$ cat src/rtl/seq_multiplier.sv
// Iterative shift-and-add multiplier for RV32M MUL/MULH/MULHSU/MULHU.
// Magnitudes are multiplied over N steps through a ripple-carry adder; the sign is applied at the end.

module ripple_carry_adder #(
  parameter int W = 32
) (
  input  logic [W-1:0] a,
  input  logic [W-1:0] b,
  input  logic         cin,
  output logic [W-1:0] sum,
  output logic         cout
);

  logic [W:0] carry;

  assign carry[0] = cin;

  for (genvar i = 0; i < W; i++) begin : g_fa
    assign sum[i]     = a[i] ^ b[i] ^ carry[i];
    assign carry[i+1] = (a[i] & b[i]) | (carry[i] & (a[i] ^ b[i]));
  end

  assign cout = carry[W];

endmodule

module seq_multiplier #(
  parameter int N = 32
) (
  input  logic           clk,
  input  logic           rst,
  input  logic           start,
  input  logic [N-1:0]   a,
  input  logic [N-1:0]   b,
  input  logic           a_signed,
  input  logic           b_signed,
  output logic           busy,
  output logic           done,
  output logic [2*N-1:0] product
);

  localparam int CW = $clog2(N);
  localparam logic [CW-1:0] LAST_STEP = CW'(N - 1);
  localparam logic [N-1:0] ONE_N = {{(N-1){1'b0}}, 1'b1};
  localparam logic [2*N-1:0] ONE_2N = {{(2*N-1){1'b0}}, 1'b1};

  typedef enum logic [1:0] {
    S_IDLE,
    S_CALC,
    S_SIGN,
    S_DONE
  } state_t;

  state_t state, next_state;

  logic [N-1:0]   mag_a;
  logic [N-1:0]   mag_b;
  logic           neg;
  logic [2*N-1:0] acc;
  logic [CW-1:0]  count;

  logic [N-1:0]   addend;
  logic [N-1:0]   add_sum;
  logic           add_cout;

  // -2^(N-1) maps onto 2^(N-1), which still fits in N unsigned bits.
  function automatic logic [N-1:0] magnitude(input logic [N-1:0] v, input logic sgn);
    return (sgn & v[N-1]) ? (~v + ONE_N) : v;
  endfunction

  function automatic logic [2*N-1:0] negate(input logic [2*N-1:0] v);
    return ~v + ONE_2N;
  endfunction

  assign addend = mag_b[0] ? mag_a : '0;

  ripple_carry_adder #(.W(N)) u_adder (
    .a    (acc[2*N-1:N]),
    .b    (addend),
    .cin  (1'b0),
    .sum  (add_sum),
    .cout (add_cout)
  );

  always_ff @(posedge clk) begin
    if (!rst) state <= S_IDLE;
    else      state <= next_state;
  end

  always_comb begin
    next_state = state;
    case (state)
      S_IDLE: if (start) next_state = S_CALC;
      S_CALC: if (count == LAST_STEP) next_state = S_SIGN;
      S_SIGN: next_state = S_DONE;
      S_DONE: next_state = S_IDLE;
      default: next_state = S_IDLE;
    endcase
  end

  always_ff @(posedge clk) begin
    if (!rst) begin
      mag_a   <= '0;
      mag_b   <= '0;
      neg     <= 1'b0;
      acc     <= '0;
      count   <= '0;
      busy    <= 1'b0;
      done    <= 1'b0;
      product <= '0;
    end else begin
      case (state)
        S_IDLE: begin
          if (start) begin
            mag_a <= magnitude(a, a_signed);
            mag_b <= magnitude(b, b_signed);
            neg   <= (a_signed & a[N-1]) ^ (b_signed & b[N-1]);
            acc   <= '0;
            count <= '0;
            busy  <= 1'b1;
          end
        end
        // Carry-out of the upper-half add lands in the MSB after the shift.
        S_CALC: begin
          acc   <= {add_cout, add_sum, acc[N-1:1]};
          mag_b <= mag_b >> 1;
          count <= count + 1'b1;
        end
        S_SIGN: begin
          product <= neg ? negate(acc) : acc;
          done    <= 1'b1;
          busy    <= 1'b0;
        end
        S_DONE: begin
          done <= 1'b0;
        end
        default: begin
          done <= 1'b0;
          busy <= 1'b0;
        end
      endcase
    end
  end

endmodule
$ cat config.mk
export PLATFORM = sky130hd
export DESIGN_NAME = seq_multiplier
export DESIGN_NICKNAME = d
export VERILOG_FILES = /design/src/rtl/seq_multiplier.sv
export SDC_FILE = /design/constraint.sdc
export NUM_CORES = 1
export LEC_CHECK = 0
export ABC_AREA = 1
export CAP_MARGIN = 20
export CORE_ASPECT_RATIO = 0.6
export CORE_UTILIZATION = 62
export DETAILED_ROUTE_END_ITERATION = 6
export GPL_TIMING_DRIVEN = 0
export PLACE_DENSITY = 0.94
export SETUP_SLACK_MARGIN = 0.15
export SLEW_MARGIN = 20
export SYNTH_ARGS = -nofsm -noshare
export SYNTH_HDL_FRONTEND = slang
export SYNTH_HIERARCHICAL = 1
export SYNTH_SLANG_ARGS = --single-unit
$ cat constraint.sdc
create_clock -name clk -period 28 [get_ports clk]
set_clock_uncertainty 0.1 [all_clocks]
set_input_delay 4.2 -clock clk [delete_from_list [all_inputs] [get_ports clk]]
set_output_delay 4.2 -clock clk [all_outputs]
set_load 0.1 [all_outputs]
==> run metrics <==
outcome finished clean; 1st-iter DRT viols between 1500 and 2000; delay-heaviest family, CP adder cells; I/O Buffers roughly 130; fmax 0.0718 GHz; Synth warnings 6; r2r worst-path depth 41; Die Wd 186 um; Resize count post-CTS 0; Initial Util between 60% and 70%; total grt overflow 0; Setup Fix Bufs, Post-CTS 0; Tmin final about 14 ns; Worst slew margin between 20% and 30%; Req. time, crit path between 20 and 30 ns; Max Cap Viol 0; Fillers roughly 1600; Crit Path Class flop to flop; Leak 7.22 nW; RSZ-0062 raised after global routing no; die area between 20000 and 25000 um^2; cts hold-fix bufs 0; Max Slew Vio Count 0; Via density slightly below 6; TritonCTS clock tree built; H-tree depth 1; CP peak stage delay approximately 0.48 ns; via count of the routed design 14128; count of state elements after synthesis around 200; DRC 0; period utilization about half; Clock Sinks between 200 and 250; Slowest-stage cell, CP fa_1; initial antenna violation count 1; Root Driver clkbuf_16; xor-xnor portion of the synthesized cell area 2.51%; Post-Syn Area per Cell 6.23 um^2; Pre-antenna DRT Iters 5; fin worst setup slack about 14 ns; Hold Path Depth 2; Non-Filler Instances approximately 2500; simple-gate share of the synthesized area between 30% and 40%; Post-Syn Area approximately 13000 um^2; startpoint types flop; peak supply drop 0.0853 mV; area of the multi-input gates between 7000 and 8000 um^2; Synth Area in Adders under 10%; Buf+Inv Stages, Crit Path 6; largest net degree at the start of global routing 17; Netlist cell types 44; overall routing resource usage approximately two fifths; Place WS around 14 ns; Fin Setup TNS 0 ns; ys flop type dfxtp_1; Levels on crit path 41; most frequent cells in the layout nand2_1, nor2_1, inv_1, dfxtp_1, a21oi_1; layout cell share with drive strength beyond 1 between 4 and 5%; Post-Syn Nets roughly 2100; Rows 39; gpl congestion ~1.0; pwr/cell area 90.1 nW/um^2; Post-synth ARST share 0%; Placed Cells roughly 2400; Placed Area 14200 um^2; Seq/Total Area, Yosys 32.2%; fin area about 15000 um^2; Synth Area in Compound Gates a little over an eighth; worst skew pair latency 0.49 ns; EDFF count, synth 0; CP max FO 6; commonest non-fill, non-tap cell in the layout nand2_1; WP data arrival 14.25 ns; height of the die about 110 um; Num CTS Buffers 19; synthesis-to-layout area growth 17.6%; Final setup viols 0; most used cell, CP fa_1; Final Hold Viols 0; Sequential Area between 4000 and 5000 um^2; nets between 2000 and 2500; Max clock buf depth 3; Worst setup EP type flop; Gate Count Post-Synth 2019; Worst Hold Class flop to flop; vias in the first global route approximately 13000; multiplexer share of the synthesized area 0%; first-pass GRT wire length 68000 um; ANT nets after route 0; detailed placement HPWL between 30000 and 40000 um; main combinational cell family by area after synthesis simple AND/OR/NAND/NOR gates; drt total wl 43200 um; Worst Max-Slew Pin Slew between 1 and 1.5 ns; core footprint just under 20000 um^2; # IOs 135; Routed WL per cell about 18 um; clock-pin slew on the worst setup and hold paths 0.07 ns
==> power breakdown <==
part / switching (mW) / internal [mW] / leakage [nW]
registers: 0.0404 / 0.351 / 1.65
clock network: 0.114 / 0.125 / 0.258
logic: 0.525 / 0.177 / 5.31
==> routing by layer <==
layer  part of all wire [%]  track usage [%]  wire, um
met1                     43             60.7     18600
met2                     41             60.4     17500
met3                     14             12.4      6130
met5                      0                0         0
met4                    2.0             10.1       867
==> registers in the layout, summed over array words and instances (netlist names) <==
register	cells
neg	1
mag_a	32
busy	1
state	2
mag_b	32
done	1
count	5
acc	64
product	64
==> logic make-up (layout without fill, tap and decap cells) <==
| family | Yosys count | in the layout |
|---|---|---|
| other cells | 1 | 2 |
| compound gates | 313 | 313 |
| simple gates | 1127 | 1127 |
| xor+xnor | 36 | 36 |
| fa+ha+maj | 41 | 41 |
| flops | 202 | 202 |
| buf+inv | 299 | 463 |
==> worst min-delay path, cell delays in order, from the launching register on <==
cell,delay (ns)
dfxtp_1,0.31
nand2_1,0.06
a21oi_1,0.06
==> worst paths after layout <==
path                               from                    end  slack, ns
setup / recovery  mag_b[0]$_SDFFE_PN0P_   acc[62]$_SDFFE_PN0P_      14.07
hold / removal    mag_b[7]$_SDFFE_PN0P_  mag_b[7]$_SDFFE_PN0P_       0.37
setup reg to reg  mag_b[0]$_SDFFE_PN0P_   acc[62]$_SDFFE_PN0P_      14.07
hold reg to reg   mag_b[7]$_SDFFE_PN0P_  mag_b[7]$_SDFFE_PN0P_       0.37
==> Yosys cell counts (all sizes together), types with 8 or more instances <==
cell | instances | area share [%]
fa | 32 | 5.1
inv | 210 | 6.3
xnor2 | 12 | 0.84
nor3 | 14 | 0.60
buf | 32 | 1.3
o221ai | 8 | 0.56
a21o | 8 | 0.48
ha | 9 | 0.90
nand3 | 109 | 4.3
clkbuf | 56 | 1.7
a21oi | 156 | 6.2
xor2 | 24 | 1.7
nand2 | 603 | 18
o211ai | 13 | 0.78
nor2 | 369 | 12
dfxtp | 202 | 32
o21ai | 118 | 4.9
nand4 | 22 | 1.1
==> metrics by stage <==
stage / utilization [%] / total power, mW / hold WS (ns)
final: 76.1 / 1.33 / 0.366
after detailed placement: 73.3 / 1.08 / 0.354
after CTS: 76.1 / 1.31 / 0.364
after global placement: 73.3 / 1.06 / 0.353
after floorplan: - / 0.886 / 0.341
after global routing: 76.1 / 1.40 / 0.382
==> final cells by class <==
type | count | share of cell area, %
Antenna cell | 1 | 0.0169
Buffer | 88 | 2.55
Clock buffer | 22 | 3.29
Clock inverter | 9 | 0.372
Inverter | 211 | 5.36
Multi-Input combinational cell | 1518 | 49.8
Sequential cell | 202 | 27.4
Tap cell | 266 | 2.25
Timing Repair Buffer | 133 | 9.01
Power figures use the tool's default switching activity.
